==> src/rtl/spi_master.sv <==
// spi_master: host-side valid/ready command port to a single-clock SPI slave.
// One MOSI/MISO bit moves per clk cycle. A frame is a leading command bit
// (cmd_data[9]) followed by the 10 command bits LSB first. Read-data commands
// (opcode 2'b11) then wait RD_WAIT cycles and shift in 8 MISO bits, MSB first.
//
// Ports:
//   clk, rst           system clock (rising edge), synchronous active-high reset
//   cmd_valid/ready    host command handshake; ready only while idle
//   cmd_data[9:0]      [9:8] opcode, [7:0] payload
//   abort              ends the current frame early (ignored when idle/ending)
//   MISO               serial data from slave, sampled only while receiving
//   SS_n, MOSI         registered slave select / serial data to slave
//   rd_data, rd_valid  received byte and its one-cycle update strobe
//   busy               high whenever not idle
module spi_master #(
  parameter int RD_WAIT = 3,
  parameter int GAP     = 1
) (
  input  logic       clk,
  input  logic       rst,
  input  logic       cmd_valid,
  output logic       cmd_ready,
  input  logic [9:0] cmd_data,
  input  logic       abort,
  input  logic       MISO,
  output logic       SS_n,
  output logic       MOSI,
  output logic [7:0] rd_data,
  output logic       rd_valid,
  output logic       busy
);

  typedef enum logic [2:0] {
    S_IDLE, S_START, S_SHIFT, S_WAIT, S_RECV, S_END
  } state_t;

  localparam logic [3:0] WAIT_LAST = (RD_WAIT > 0) ? 4'(RD_WAIT - 1) : 4'd0;
  localparam logic [3:0] GAP_LAST  = 4'(GAP - 1);

  state_t     r_state, w_next;
  logic [3:0] r_cnt;
  logic [9:0] r_tx;
  logic [7:0] r_rx;
  logic       r_ss_n, r_mosi, r_rd_valid;
  logic [7:0] r_rd_data;
  logic       w_active, w_abort, w_mosi;

  always_comb begin
    w_next   = r_state;
    w_mosi   = 1'b0;
    w_active = 1'b0;
    case (r_state)
      S_IDLE:  if (cmd_valid) w_next = S_START;
      S_START: begin
        w_active = 1'b1;
        w_mosi   = r_tx[9];
        w_next   = S_SHIFT;
      end
      S_SHIFT: begin
        w_active = 1'b1;
        w_mosi   = r_tx[r_cnt];
        if (r_cnt == 4'd9) begin
          if (r_tx[9:8] == 2'b11) w_next = (RD_WAIT == 0) ? S_RECV : S_WAIT;
          else                    w_next = S_END;
        end
      end
      S_WAIT: begin
        w_active = 1'b1;
        if (r_cnt == WAIT_LAST) w_next = S_RECV;
      end
      S_RECV: begin
        w_active = 1'b1;
        if (r_cnt == 4'd7) w_next = S_END;
      end
      S_END:   if (r_cnt == GAP_LAST) w_next = S_IDLE;
      default: w_next = S_IDLE;
    endcase
    w_abort = w_active & abort;
    if (w_abort) w_next = S_END;
  end

  always_ff @(posedge clk) begin
    if (rst) begin
      r_state <= S_IDLE;
      r_cnt   <= '0;
    end else begin
      r_state <= w_next;
      // Counter restarts on every state change so each state times itself.
      r_cnt   <= (w_next != r_state) ? 4'd0 : r_cnt + 4'd1;
    end
  end

  // Serial outputs follow the state one cycle later; an abort forces the
  // line back to deselected on the very edge that samples it.
  always_ff @(posedge clk) begin
    if (rst) begin
      r_ss_n     <= 1'b1;
      r_mosi     <= 1'b0;
      r_rd_valid <= 1'b0;
      r_rd_data  <= 8'h00;
      r_tx       <= '0;
      r_rx       <= '0;
    end else begin
      r_ss_n     <= ~w_active | w_abort;
      r_mosi     <= w_mosi & ~w_abort;
      r_rd_valid <= 1'b0;
      if (r_state == S_IDLE && cmd_valid) r_tx <= cmd_data;
      if (r_state == S_RECV && !w_abort) begin
        r_rx <= {r_rx[6:0], MISO};
        if (r_cnt == 4'd7) begin
          r_rd_data  <= {r_rx[6:0], MISO};
          r_rd_valid <= 1'b1;
        end
      end
    end
  end

  assign cmd_ready = (r_state == S_IDLE);
  assign busy      = (r_state != S_IDLE);
  assign SS_n      = r_ss_n;
  assign MOSI      = r_mosi;
  assign rd_data   = r_rd_data;
  assign rd_valid  = r_rd_valid;

endmodule

==> config.mk <==
export PLATFORM = sky130hd
export DESIGN_NAME = spi_master
export DESIGN_NICKNAME = d
export VERILOG_FILES = /design/src/rtl/spi_master.sv
export SDC_FILE = /design/constraint.sdc
export NUM_CORES = 1
export LEC_CHECK = 0
export ABC_AREA = 1
export BUFFER_PORTS_ARGS = -buffer_cell sky130_fd_sc_hd__buf_2
export CAP_MARGIN = 20
export CELL_PAD_IN_SITES_DETAIL_PLACEMENT = 1
export CELL_PAD_IN_SITES_GLOBAL_PLACEMENT = 1
export CORE_MARGIN = 2
export CORE_UTILIZATION = 35
export DETAILED_ROUTE_END_ITERATION = 8
export GPL_TIMING_DRIVEN = 1
export PLACE_DENSITY = 0.77
export SLEW_MARGIN = 0
export SYNTH_ARGS = -nofsm -noshare
export SYNTH_HDL_FRONTEND = slang
export SYNTH_SLANG_ARGS = --single-unit
export TNS_END_PERCENT = 5
==> constraint.sdc <==
create_clock -name clk -period 4.41 [get_ports clk]
set_input_delay 1.323 -clock clk [delete_from_list [all_inputs] [get_ports clk]]
set_output_delay 1.323 -clock clk [all_outputs]
set_load 0.005 [all_outputs]
# == Yosys cells after proc, flatten, opt, wreduce, memory -nomap -nowiden ==
# Index checks and enable logic that the tools add are counted.
# totals
ff_bits,35
# classes
reduce_logical,10
bitwise,6
n_eq_ne,10
n_mux,13
magnitude_cmp,1
addsub,1
# ops
cell,n
2-to-1 mux 3 bit,7
one-hot mux 3 bit (6 select lines),1
== test 3 x 2 -> 1 bit (second input constant),2
== test 3 bit (second input constant),2
less-than comparator 4 x 5 -> 1 bit (second input constant),1
adder 4 x 1 -> 4 bit (second input constant),1
binary-select mux 1 bit (select 4 bit),1
== test 4 x 2 -> 1 bit (second input constant),1
== test 4 x 3 -> 1 bit (second input constant),1
== test 4 bit (second input constant),1
zero test 4 bit,1
OR reduction 2 bit,2
OR reduction 4 bit,1
== test 3 x 1 -> 1 bit (second input constant),1
zero test 3 bit,1
2-to-1 mux 1 bit,3
inequality test 3 bit,1
inverter 1 bit,3
nonzero test 3 bit,1
bitwise AND 1 bit,2
== test 2 bit (second input constant),1
logical AND 1 bit,2
one-hot mux 1 bit (2 select lines),1
AND reduction 2 bit,1
other kinds (2),2

# == Logic depth before layout (Yosys ltp) ==
# logic_depth
ltp_word,8
ltp_mapped,13

# == Worst setup path after synthesis ==
# No wires, ideal clock.
# synth_timing
path_type,register -> output
startpoint,reg r_state[1]
endpoint,out cmd_ready
setup_slack_ns,2.344
required_ns,3.087
path_stages_with_launch,4
t_arrival_ns,0.743
cell_sequence,dfxtp_1 nor2_2 nand2_1 inv_1
# synth_between
elab_chain_cells,1
# synth_rtl
element,line,text
from (decl),40,"state_t r_state, w_next;"
from (signal assigned),87,r_state <= w_next;
zero test 3 bit,118,assign cmd_ready = (r_state == S_IDLE);
to (decl),22,"output logic cmd_ready,"
# Every way passes these cells.

# == Worst setup path after layout ==
# Ends and elaborated chain as after synthesis.

==> impl_metrics.py <==
metrics = {
    "sta": {
        "max_slew.worst_pin.slew_ns": 0.539,
        "setup_viol": 0,
        "rsz0062_at_grt": "no",
        "tns_ns": 0,
        "finalHoldViolations": 0,
        "relSlewSlack_pct": 64.0,
        "fin_crit_ns": 2.59,
        "max_freq_ghz": 0.386,
        "period_share_pct": 58.7,
        "maxSlewViolCount": 0,
        "finalClockSkew_ns": 0.00635,
    },
    "drt": {
        "drcViolationCount": 0,
        "drt_iter0_markers": 44,
        "vias": 1411,
        "drt-total-wl_um": 3680,
        "vias_per_cell": 4.85,
        "firstDrtPassIters": 2,
        "ant_nets": 0,
        "wl_per_cell_um": 12.6,
    },
    "die": {
        "ios": 28,
        "rows": 24,
        "coreArea_um2": 4320,
        "die_x_um": 70.7,
        "design.die.area_um2": 5000,
        "die_h_um": 70.7,
        "start_util_pct": 36.1,
    },
    "final_layout": {
        "nets": 257,
        "drive_gt1_share_pct": 20.9,
        "diodes": 0,
        "area_delta_synth_final_pct": 18.5,
    },
    "power": {
        "power_switching_w": 0.000372,
        "clkPwrFrac_pct": 28.9,
        "combPwrFrac_pct": 30.3,
        "p_per_area_nw_per_um2": 565,
        "ir_drop_v": 0.000218,
        "p_seq_share_pct": 40.9,
        "power_w": 0.00104,
        "p_leak_nw": 0.818,
        "swShare_pct": 35.7,
        "intPower_w": 0.000672,
    },
    "global_routing": {
        "grt_util_all_layers_pct": 16.8,
        "antenna_found_initial": 0,
        "grt_start_max_net_pins": 22,
        "overflow": 0,
        "grt_pass1_vias": 1413,
        "grt_pass1_wl_um": 6630,
    },
    "setup_path": {
        "critPathCaptureType": "output pin",
        "cp-start-kind": "register",
        "cp_cell_sequence": "nor2_2 > nand2_1 > inv_1 > buf_2",
        "cp_slowest_cell": "dfxtp_1",
        "worstPathMaxFanout": 6,
        "reg2reg_depth": 6,
        "critPathMaxStageDelay_ns": 0.37,
        "worstPathArrival_ns": 1.26,
        "required_ns": 3.09,
        "worstSetupPathType": "register to output pin",
    },
    "place": {
        "io_buffers": 27,
        "hpwl_um": 2690,
        "gp_congestion": 0.799,
    },
    "clock_tree": {
        "clkLatencyLatePin_ns": 0.29,
        "root_buffer": "clkbuf_8",
        "cts_setup_buffers": 0,
        "htreeDepth": 2,
        "clock_sinks": 35,
        "cts_tree": "built",
        "cts_inserted_buffers": 5,
        "cts_buffer_depth": 2,
        "cts.hold.buffers_added": 0,
        "clk_pin_slew_ns": 0.07,
        "cts_resized": 0,
    },
    "logic_synthesis": {
        "synth_area_um2": 1560,
        "seq_area_frac_synth_pct": 44.9,
        "synthesis.instances": 210,
        "synth_fp_nets": 229,
        "synth.avg_cell_area_um2": 7.42,
        "ys_seq_elements": 35,
        "ys_types": 27,
        "ys_warn_count": 0,
    },
    "job": {
        "cap_viol_max_count": 0,
    },
    "status": {
        "status": "complete, no violations",
    },
    "hold_path": {
        "hold_depth": 2,
        "hp-class": "register to register",
    },
}
## through the flow
step | worst slack, ns | hold slack [ns] | area, um^2 | utilization, % | std cells
2_1_floorplan | 2.34 | 0.429 | 1560 | - | 210
3_3_place_gp | 1.97 | 0.447 | 1730 | 40.0 | 283
3_5_place_dp | 1.94 | 0.449 | 1730 | 40.0 | 283
4_1_cts | 1.80 | 0.462 | 1850 | 42.7 | 291
5_1_grt | 1.72 | 0.480 | 1850 | 42.7 | 291
6_report | 1.82 | 0.461 | 1850 | 42.7 | 291
## cells in the final DEF, fill, tap and decap left out, drive strengths merged
master  Yosys  layout
nand3b      1       1
a21boi      1       1
buf         4      27
a21oi      23      23
ha          4       4
o211ai      2       2
nand4       2       2
nand2      45      45
a31oi       3       3
nor2       29      29
o21ai      20      20
dfxtp      35      35
nand3      12      12
clkbuf      2       6
nor3        2       2
xor2        1       1
clkinv      0       1
bufinv      0       1
xnor2       1       1
a22oi       1       1
inv        22      22
## synth_stat cells (all sizes together)
cell type	number	area, um^2
xnor2	1	8.76
xor2	1	8.76
o211ai	2	15.0
nor2	29	126
ha	4	50.1
nor3	2	10.0
buf	4	21.3
a21oi	23	115
nand3b	1	7.51
a22oi	1	7.51
nand2	45	184
a31oi	3	18.8
a21boi	1	7.51
inv	22	82.6
nand3	12	75.1
nand4	2	12.5
clkbuf	2	7.51
o21ai	20	100
dfxtp	35	701
## final cells by class
type,count,area (um^2)
Clock buffer,6,82.6
Clock inverter,2,35.0
Fill cell,569,2480
Inverter,22,82.6
Multi-Input combinational cell,147,747
Sequential cell,35,701
Tap cell,52,65.1
Timing Repair Buffer,27,135
## state kept, by name, indices dropped and copies added, names as in the netlist
signal,count
r_cnt,4
SS_n,1
r_rx,7
r_state,3
rd_data,8
r_tx,10
rd_valid,1
MOSI,1
## power groups by stage
stage	logic, W	registers (W)	clock network (W)
6_report	0.000316	0.000426	0.000301
5_1_grt	0.000369	0.000435	0.000325
4_1_cts	0.000320	0.000427	0.000312
2_1_floorplan	0.000244	0.000418	0
3_5_place_dp	0.000318	0.000433	0
3_3_place_gp	0.000311	0.000432	0
## critical path, delay by kind of cell, from the launching register on
family | cells | cell delay, ns
flip-flops | 1 | 0.37
AND/OR/NAND/NOR | 2 | 0.36
buffers and inverters | 2 | 0.25
## logic make-up after synthesis
| group | Yosys count | synth area share [%] |
|---|---|---|
| compound gates | 50 | 16.9 |
| xor+xnor | 2 | 1.12 |
| fa+ha+maj | 4 | 3.21 |
| buf+inv | 28 | 7.14 |
| flops | 35 | 44.9 |
| simple gates | 91 | 26.6 |
## path summary, 6_finish.rpt
path | from | end | slack, ns
setup / recovery | r_state[1] | cmd_ready | 1.82
hold / removal | r_tx[6] | r_tx[6] | 0.46
setup reg to reg | r_cnt[0] | rd_data[7] | 2.48
hold reg to reg | r_tx[6] | r_tx[6] | 0.46
## layer usage
layer | GRT usage, % | vias to the layer above | share of wire [%]
met2 | 27.0 | 20 | 47
met3 | 4.84 | 7 | 4.0
li1 | - | 734 | -
met1 | 21.3 | 650 | 48
met4 | 6.29 | 0 | 1.7
met5 | 0 | - | 0
Power figures use the tool's default switching activity.
